<file path="src/rtl/bsa_pkg.sv">
// Shared state encoding and default widths for the bit-serial in-array adder sequencer.
package bsa_pkg;

  localparam int unsigned BsaCols  = 8;
  localparam int unsigned BsaRowAw = 8;
  localparam int unsigned BsaNbW   = 5;

  typedef enum logic [2:0] {
    StIdle,
    StAct,
    StWait,
    StWrite,
    StCarry,
    StDone
  } bsa_state_e;

endpackage

</file>
<file path="src/rtl/bitline_adder_slice.sv">
// One column of the in-array adder: recovers A^B from the sensed AND/NOR pair and
// forms sum and carry-out against the latched carry.
module bitline_adder_slice (
  input  logic i_bl,
  input  logic i_blb,
  input  logic i_cin,
  output logic o_sum,
  output logic o_cout
);

  logic w_x;

  // Neither AND nor NOR set means exactly one operand bit is 1.
  assign w_x    = ~(i_bl | i_blb);
  assign o_sum  = w_x ^ i_cin;
  assign o_cout = (w_x & i_cin) | i_bl;

endmodule

</file>
<file path="src/rtl/bitserial_add_seq.sv">
// Bit-serial, column-parallel add sequencer for the SRAM compute array.
// Define BSA_CARRY_ROW_EN to write the final carry vector to row row_d+nbits.
module bitserial_add_seq
  import bsa_pkg::*;
#(
  parameter int unsigned COLS   = BsaCols,
  parameter int unsigned ROW_AW = BsaRowAw,
  parameter int unsigned NB_W   = BsaNbW
) (
  input  logic              i_clk,
  input  logic              i_rst,
  input  logic              i_start,
  input  logic [ROW_AW-1:0] i_row_a,
  input  logic [ROW_AW-1:0] i_row_b,
  input  logic [ROW_AW-1:0] i_row_d,
  input  logic [NB_W-1:0]   i_nbits,
  output logic              o_busy,
  output logic              o_done,
  output logic              o_act_en,
  output logic [ROW_AW-1:0] o_act_row_a,
  output logic [ROW_AW-1:0] o_act_row_b,
  input  logic              i_sense_valid,
  input  logic [COLS-1:0]   i_bl,
  input  logic [COLS-1:0]   i_blb,
  output logic              o_wr_en,
  output logic [ROW_AW-1:0] o_wr_row,
  output logic [COLS-1:0]   o_wr_data
);

`ifdef BSA_CARRY_ROW_EN
  localparam bit CarryEn = 1'b1;
`else
  localparam bit CarryEn = 1'b0;
`endif

  bsa_state_e        r_state;
  bsa_state_e        w_state_next;
  logic [ROW_AW-1:0] r_row_a;
  logic [ROW_AW-1:0] r_row_b;
  logic [ROW_AW-1:0] r_row_d;
  logic [NB_W-1:0]   r_nbits;
  logic [NB_W-1:0]   r_idx;
  logic [COLS-1:0]   r_carry;
  logic [COLS-1:0]   r_wr_data;
  logic [COLS-1:0]   w_sum;
  logic [COLS-1:0]   w_cout;
  logic [ROW_AW-1:0] w_idx_ext;
  logic              w_last;

  assign w_idx_ext = ROW_AW'(r_idx);
  assign w_last    = (r_idx + NB_W'(1)) == r_nbits;

  for (genvar g = 0; g < int'(COLS); g++) begin : g_slice
    bitline_adder_slice u_slice (
      .i_bl  (i_bl[g]),
      .i_blb (i_blb[g]),
      .i_cin (r_carry[g]),
      .o_sum (w_sum[g]),
      .o_cout(w_cout[g])
    );
  end

  always_comb begin
    w_state_next = r_state;
    o_busy       = 1'b0;
    o_done       = 1'b0;
    o_act_en     = 1'b0;
    o_act_row_a  = '0;
    o_act_row_b  = '0;
    o_wr_en      = 1'b0;
    o_wr_row     = '0;
    o_wr_data    = r_wr_data;
    case (r_state)
      StIdle: begin
        if (i_start) w_state_next = (i_nbits == '0) ? StDone : StAct;
      end
      StAct: begin
        o_busy       = 1'b1;
        o_act_en     = 1'b1;
        o_act_row_a  = r_row_a + w_idx_ext;
        o_act_row_b  = r_row_b + w_idx_ext;
        w_state_next = StWait;
      end
      StWait: begin
        o_busy = 1'b1;
        if (i_sense_valid) w_state_next = StWrite;
      end
      StWrite: begin
        o_busy   = 1'b1;
        o_wr_en  = 1'b1;
        o_wr_row = r_row_d + w_idx_ext;
        if (w_last) w_state_next = CarryEn ? StCarry : StDone;
        else        w_state_next = StAct;
      end
      StCarry: begin
        // r_idx has already advanced to nbits, so this addresses row_d+nbits.
        o_busy       = 1'b1;
        o_wr_en      = 1'b1;
        o_wr_row     = r_row_d + w_idx_ext;
        o_wr_data    = r_carry;
        w_state_next = StDone;
      end
      StDone: begin
        o_done       = 1'b1;
        w_state_next = StIdle;
      end
      default: w_state_next = StIdle;
    endcase
  end

  always_ff @(posedge i_clk) begin
    if (i_rst) begin
      r_state   <= StIdle;
      r_row_a   <= '0;
      r_row_b   <= '0;
      r_row_d   <= '0;
      r_nbits   <= '0;
      r_idx     <= '0;
      r_carry   <= '0;
      r_wr_data <= '0;
    end else begin
      r_state <= w_state_next;
      case (r_state)
        StIdle: begin
          if (i_start) begin
            r_row_a <= i_row_a;
            r_row_b <= i_row_b;
            r_row_d <= i_row_d;
            r_nbits <= i_nbits;
            r_idx   <= '0;
            r_carry <= '0;
          end
        end
        StWait: begin
          if (i_sense_valid) begin
            r_wr_data <= w_sum;
            r_carry   <= w_cout;
          end
        end
        StWrite: r_idx <= r_idx + NB_W'(1);
        default: ;
      endcase
    end
  end

endmodule

</file>
<file path="config.mk">
export PLATFORM = sky130hd
export DESIGN_NAME = bitserial_add_seq
export DESIGN_NICKNAME = d
export VERILOG_FILES = /design/src/rtl/bsa_pkg.sv /design/src/rtl/bitline_adder_slice.sv /design/src/rtl/bitserial_add_seq.sv
export SDC_FILE = /design/constraint.sdc
export NUM_CORES = 1
export LEC_CHECK = 0
export CAP_MARGIN = 20
export CORE_MARGIN = 8
export CORE_UTILIZATION = 50
export DETAILED_ROUTE_END_ITERATION = 12
export DONT_BUFFER_PORTS = 1
export GPL_TIMING_DRIVEN = 0
export PLACE_DENSITY_LB_ADDON = 0.2
export SLEW_MARGIN = 30
export SYNTH_ARGS = -nofsm -noshare
export SYNTH_HDL_FRONTEND = slang
export SYNTH_SLANG_ARGS = --single-unit
</file>
<file path="constraint.sdc">
create_clock -name i_clk -period 7.53 [get_ports i_clk]
set_clock_uncertainty 0.15 [all_clocks]
set_input_delay 2.259 -clock i_clk [delete_from_list [all_inputs] [get_ports i_clk]]
set_output_delay 2.259 -clock i_clk [all_outputs]
set_load 0.03 [all_outputs]
</file>
* Word level (Yosys, flattened, before mapping)
Cells that the tools add are included.
** Storage, ports and cells
- Flip-flop bits (word level) :: 53
- Bits in latches :: 0
- RAM bits :: 0
- Bits in read-only memories :: 0
- Bits of input ports :: 49
- Memories :: 0
** Cells by class
- Add/sub/neg operators :: 4
- $mul :: 0
- Div/mod/pow operators :: 0
- $lt $le $gt $ge :: 0
- Eq/ne operators :: 8
- Shifts and indexed selects :: 0
- Multiplexer cells :: 18
- Bitwise operators :: 40
- Reductions and logical operators :: 11
** Operator list (number)
- two-way mux 8 bit :: 6
- adder 8 x 5 -> 8 bit :: 3
- bitwise OR 1 bit :: 16
- one-hot mux 8 bit (2 select lines) :: 1
- one-hot mux 3 bit (5 select lines) :: 1
- two-way mux 3 bit :: 4
- one-hot mux 5 bit (2 select lines) :: 1
- AND 1 bit :: 8
- inverter 1 bit :: 8
- AND reduction 2 bit :: 4
- XOR 1 bit :: 8
- == test 3 x 2 -> 1 bit (second input constant) :: 2
- == test 3 bit (second input constant) :: 2
- adder 5 x 1 -> 5 bit (second input constant) :: 1
- == test 5 bit :: 1
- zero test 5 bit :: 1
- two-way mux 5 bit :: 1
- two-way mux 1 bit :: 4
- inequality test 2 bit (second input constant) :: 2
- nonzero test 2 bit :: 2
- OR reduction 4 bit :: 1
- == test 3 x 1 -> 1 bit (second input constant) :: 1
- zero test 3 bit :: 1
- AND reduction 3 bit :: 1
- OR reduction 2 bit :: 1

* Depth between registers and ports, before layout
Gate-level depths: netlist of the first run.
- Depth in word-level cells :: 6
- Gate-level depth with buffers :: 7
- Mapped depth without buffers :: 6

* Modules after synthesis
A second synthesis of the first run with hierarchy kept.
** Second synthesis, totals
- Cell total of the unflattened synthesis :: 422
- Area, all modules :: 3315.7 um2
** By module, submodules not included
- bitserial_add_seq :: instances 1, cells each 398, area each 3135.5 um2, seq. area each 1061.0 um2
- bitline_adder_slice :: instances 8, cells each 3, area each 22.5 um2, seq. area each 0.0 um2

* Least setup slack after synthesis of the first run
Ideal clock, no wire load.
- Path type :: reg2out
- Start point :: reg r_idx[1]
- End point :: out o_wr_row[5]
- Data arrival time :: 1.978 ns
- Path slack :: 3.143 ns
- Stages on the path, launching flop included :: 6
- Buffers on the path :: 0
- Cell sequence :: dfxtp_1 ha_1 a211oi_1 o21bai_1 a21oi_1 mux2i_1
** On the way
- Longest elaborated chain between the ends :: 2
** RTL lines
- from (decl) :: line bitserial_add_seq.sv:42 : logic [NB_W-1:0] r_idx;
- from (signal assigned) :: line bitserial_add_seq.sv:140 : StWrite: r_idx <= r_idx + NB_W'(1);
- adder 8 x 5 -> 8 bit :: line bitserial_add_seq.sv:91, bitserial_add_seq.sv:99
- two-way mux 8 bit
- to (decl) :: line bitserial_add_seq.sv:26 : output logic [ROW_AW-1:0] o_wr_row,
No other way between the ends.

* Worst setup path after layout of the first run
Ends and elaborated chain as after synthesis.

==> results of run 1 <==
## sequential cells by signal, summed over array words and instances (netlist names)
signal	cells
r_idx	5
r_carry	8
r_nbits	5
r_row_b	8
r_row_a	8
r_state	3
r_wr_data	8
r_row_d	8
## power groups by stage
stage	sequential (mW)	combinational, mW	clock, mW
global placement	0.321	0.143	0
CTS	0.316	0.147	0.163
global route	0.319	0.162	0.175
detailed placement	0.322	0.146	0
finish	0.316	0.145	0.156
floorplan	0.318	0.118	0
## cell type report
type	instances	share of cell area (%)
Tap cell	77	2.75
Sequential cell	53	30.3
Clock buffer	5	1.96
Multi-Input combinational cell	335	60.3
Inverter	6	0.678
Clock inverter	3	0.499
Buffer	23	3.60
## worst max path at each step
stage,endpoint,start,depth (start not counted)
2_1_floorplan,o_wr_row[5],r_idx[1],5
3_3_place_gp,o_wr_row[5],r_idx[1],5
3_5_place_dp,o_wr_row[5],r_idx[1],5
4_1_cts,o_wr_row[5],r_idx[1],5
5_1_grt,o_wr_row[5],r_idx[1],5
6_report,o_wr_row[5],r_idx[1],5
## routing by layer
metal  vias up  wire length (um)  GRT usage [%]
met4         0                98           4.43
met1      1375              3560           19.5
met2        83              4040           29.8
li1       1495                 -              -
met3        10               629           5.41
met5         -                 0              0
## kinds of logic after synthesis
kind of cell             count (synthesis)
adder cells (fa/ha/maj)                 27
flip-flops                              53
XOR/XNOR                                16
AND/OR/NAND/NOR                        172
multiplexers                            10
buffers and inverters                   29
AO/OA/AOI/OAI                          110
## Yosys cell counts (6+ instances only)
cell      number  share of area [%]
or3_1          6                1.1
mux2_2         9                3.1
a21oi_1       58                8.7
ha_1          24                9.0
o21ai_0       12                1.8
a21o_1         6                1.4
xnor2_1       11                2.9
nor3_1         9                1.4
buf_4          6                1.4
buf_2          8                1.2
dfxtp_1       53                 32
clkbuf_1       7               0.79
o221ai_1       8                2.1
and2_1         8                1.5
nor2_1        28                3.2
nand3_1        7                1.1
nand2_1       84                9.5
nand3b_1       6                1.4
## through the flow
stage	hold slack, ns	worst slack [ns]	instance area (sq um)	util [%]
global placement	0.289	2.86	3420	53.5
global route	0.337	2.29	3510	54.9
finish	0.308	2.44	3510	54.9
detailed placement	0.297	2.81	3420	53.6
CTS	0.311	2.46	3510	54.9
floorplan	0.284	3.14	3320	-
## worst min-delay path, cell delays in order (launching register included)
cell and delay [ns]:
dfxtp_1 0.32, nand2_1 0.05, a21oi_1 0.05
==> reports/results.ini, run 1 <==
[route]
drc=0
vias=2963
wl_per_cell_um=16.6
firstDrtPassIters=5
drt-total-wl_um=8330
ant_nets=0
via_per_inst=5.90
drt_iter0_markers=87

[outcome]
status=complete, no violations

[timing]
tightest_slew_ns=0.928
grt_setup_unrepaired=no
drv_slew=0
finalSetupTns_ns=0
final-setup-viol-count=0
fmax_mhz=196
hold_viol=0
period_needed_ns=5.09
slew_headroom_pct=37.7
period_share_pct=67.6

[clock_network]
clock_path_buffers=2
clock_latency_ns=0.30
cts_max_level=2
cts_tree=done
clock-sinks=53
hold_buffers=0
path_clk_slew_ns=0.09
cts_resized=0
post_cts_buffers=0
numCtsBuffers=5
cts_root_buf=clkbuf_8

[critical_path]
crit_slowest_cell=dfxtp_1
startpoint_type=register
crit_family=compound AO/OA/AOI/OAI gates
worstPathRequired_ns=5.12
worstSetupPathType=register to primary output
worstPathMaxFanout=9
timing.rr.end=r_wr_data[3]
reg2reg_from=r_state[1]
cp_slowest_stage_delay_ns=0.66
cp-end-kind=primary output
crit_buf_inv=0
reg2reg_slack_ns=5.56
reg2regPathDepth=5
path_cells=ha_1 > a211oi_1 > o21bai_1 > a21oi_1 > mux2i_1
worst-endpoint-arrival_ns=2.68

[synthesis]
syn_inst=417
async_flop_share_pct=0
synthesis.area_sq_um=3320
synth_warnings=0
avgSynthCellArea_sq_um=7.96
yosysSeqAreaShare_pct=32.0
synth_top_family_by_area=simple AND/OR/NAND/NOR gates
yosys_most_used_dff=dfxtp_1
synth-edff-count=0
synthSimpleGateAreaFrac_pct=25.1
synth-compound-area-share_pct=20.0
synth_mux_area_share_pct=3.35
synth-seq-cells=53
synthAdderAreaFrac_pct=10.9
syn_nets=493
yosysUniqueCellTypes=52
synth_xor_area_share_pct=4.22

[power_and_ir_drop]
cellLeakagePower_nw=1.42
swShare_pct=32.9
power_frac_seq_pct=51.2
pwr-share-clk_pct=25.3
comb_power_share_pct=23.5
p_total_mw=0.617
vdd_drop_max_uv=120
power_density_nw_per_um2=176
internal_power_mw=0.413
p_sw_mw=0.203

[grt]
grt_pass1_vias=2988
grt-ovfl-total=0
antenna_found_initial=0
grt_max_degree=17
grt_first_pass_wirelength_um=13900
grt_usage_pct=17.1

[layout]
final_common_cell=nand2_1
ff_latch_area_sq_um=1060
drive_gt1_share_pct=9.18
multi_input_area_sq_um=2110
fin_nets=500
layout_common_cells=nand2_1 (84), a21oi_1 (58), dfxtp_1 (53)
antenna_cells=0
area_delta_synth_final_pct=5.65
fin_cells=502
nFillCells=643

[floorplan]
design.die.area_sq_um=9500
start_util_pct=52.0
fp.dieH_um=97.5
io_pins=85
core-area_sq_um=6390
num_rows=29
die_width_um=97.5

[hold_path]
hold_class=register to register
hold_path_end=r_wr_data[2]
hold_depth=2
min_from=r_wr_data[2]

[placement]
gp_congestion=0.881
hpwlAfterDp_um=6500
numPortBuffers=0
place_inst=494

[job]
max_cap_viol_count=0

No activity file was read; power rests on OpenSTA's default activity.
==> run 2, diff against run 1 <==
==> constraint.sdc (replaced) <==
create_clock -name i_clk -period 5.2 [get_ports i_clk]
set_clock_uncertainty 0.15 [all_clocks]
set_input_delay 1.56 -clock i_clk [delete_from_list [all_inputs] [get_ports i_clk]]
set_output_delay 1.56 -clock i_clk [all_outputs]
set_load 0.03 [all_outputs]
==> results of run 2 <==
The final DEF is identical to that of run 1. Status: complete, no violations.
Main changes from that run: setup slack after placement 2.81 ns -> 1.18 ns; setup slack after layout 2.44 ns -> 0.806 ns; register-to-register setup slack 5.56 ns -> 3.23 ns; total power 0.617 mW -> 0.893 mW; worst IR drop on VDD 120 uV -> 174 uV
==> run 3, diff against run 2 <==
==> constraint.sdc (replaced) <==
create_clock -name i_clk -period 4.1 [get_ports i_clk]
set_clock_uncertainty 0.15 [all_clocks]
set_input_delay 1.23 -clock i_clk [delete_from_list [all_inputs] [get_ports i_clk]]
set_output_delay 1.23 -clock i_clk [all_outputs]
set_load 0.03 [all_outputs]
==> run 3 against run 2 <==
Effect of this change:
- combinational power increased by 27%
- clock power grew 27%
- via count fell by 0.47%
- core utilization is 0.078 points higher
- critical path depth up 1
- sequential share of layout area about the same
- count of clock-buffer cells in the layout did not move
- flip-flop and latch count stayed put
- non-clock buffer count unchanged
- global-route usage did not move
- worst setup slack got worse by 0.60 ns
- total power grew 27%
- critical path type unchanged
- critical endpoint is now o_wr_row[6]
- largest cell class unchanged
==> reports/results.ini, run 3 (synthesis results as in run 1) <==
[timing]
finalSetupTns_ns=0
drv_slew=0
hold_viol=0
grt_setup_unrepaired=no
slew_headroom_pct=37.7
tightest_slew_ns=0.927
fin_ws_ns=0.203
fin_hold_ws_ns=0.309
period_needed_ns=3.90
period_share_pct=95.0
fmax_mhz=257
final-setup-viol-count=0

[clock_network]
post_cts_buffers=0
cts_root_buf=clkbuf_8
cts_max_level=2
cts_tree=done
clock_latency_ns=0.30
hold_buffers=0
numCtsBuffers=5
clock_path_buffers=2
path_clk_slew_ns=0.09
clock-sinks=53

[critical_path]
worstSetupPathType=register to primary output
worst-endpoint-arrival_ns=2.52
worstPathRequired_ns=2.72
worstPathMaxFanout=8
startpoint_type=register
cp-end-kind=primary output

[grt]
use_met1_pct=19.5
grt_max_degree=17
grt-ovfl-total=0
grt_usage_pct=17.1
antenna_found_initial=0
top_usage_layer=met2
grt_first_pass_wirelength_um=13900
grt_pass1_vias=2988
grt_use_met3_pct=5.41
grtUsageMet2_pct=29.8

[layout]
final_common_cell=nand2_1
layout_common_cells=nand2_1 (84), a21oi_1 (58), dfxtp_1 (52)
antenna_cells=0
area_delta_synth_final_pct=5.80
drive_gt1_share_pct=9.65
fin_cells=502
fin_nets=500
nFillCells=642

[placement]
gp_congestion=0.881
numPortBuffers=0
pre_cts_ws_ns=0.412
hpwlAfterDp_um=6500
place_inst=494

[floorplan]
io_pins=85
start_util_pct=52.0
die_width_um=97.5
fp.dieH_um=97.5
num_rows=29
design.die.area_sq_um=9500
core-area_sq_um=6390

[route]
firstDrtPassIters=4
ant_nets=0
drc=0
drt_iter0_markers=110
via_per_inst=5.87
drt-total-wl_um=8330
wl_per_cell_um=16.6
vias=2949

[job]
max_cap_viol_count=0

[outcome]
status=complete, no violations

[power_and_ir_drop]
power_density_nw_per_um2=322
vdd_drop_max_uv=221
cellLeakagePower_nw=1.41

[hold_path]
hold_class=register to register

## run 3: cell type report
class	count	area [sq um]	share of cell area, %
Buffer	23	126	3.60
Clock buffer	5	68.8	1.96
Clock inverter	3	17.5	0.499
Inverter	6	23.8	0.677
Multi-Input combinational cell	335	2120	60.3
Sequential cell	53	1060	30.2
Tap cell	77	96.3	2.74
## run 3: worst paths after layout
path	start	endpoint	slack [ns]	cells past startpoint
max	r_idx[0]	o_wr_row[6]	0.20	6
min	r_wr_data[2]	r_wr_data[2]	0.31	2
max reg2reg	r_state[1]	r_wr_data[0]	2.11	5
min reg2reg	r_wr_data[2]	r_wr_data[2]	0.31	2
## run 3: repair_timing
item / CTS / global route
hold endpoints to repair: 0 / 0
setup endpoints to repair: 0 / 2
gates resized for setup: 0 / 2
## run 3: metrics by stage
step,total power [mW],area (sq um),util [%]
final,1.13,3510,55.0
after global placement,0.853,3420,53.5
after CTS,1.15,3510,54.9
after global routing,1.21,3510,55.0
after floorplan,0.800,3320,-
after detailed placement,0.860,3420,53.6
## run 3: power breakdown
group	total (mW)	internal [mW]	switching, mW
Clock	0.286	0.118	0.168
Sequential	0.580	0.550	0.0300
Combinational	0.266	0.0912	0.175
## run 3: layer usage
metal,vias up,routed length [um]
met5,-,0
met4,0,98
met3,10,594
met2,80,4080
met1,1366,3560
li1,1493,-
## run 3: critical path, cell delays in order, from the launching register on
cell and delay [ns]:
dfxtp_1 0.44, ha_1 0.28, fa_1 0.41, a21o_1 0.19
a21boi_0 0.24, o21ai_0 0.11, a21oi_1 0.54
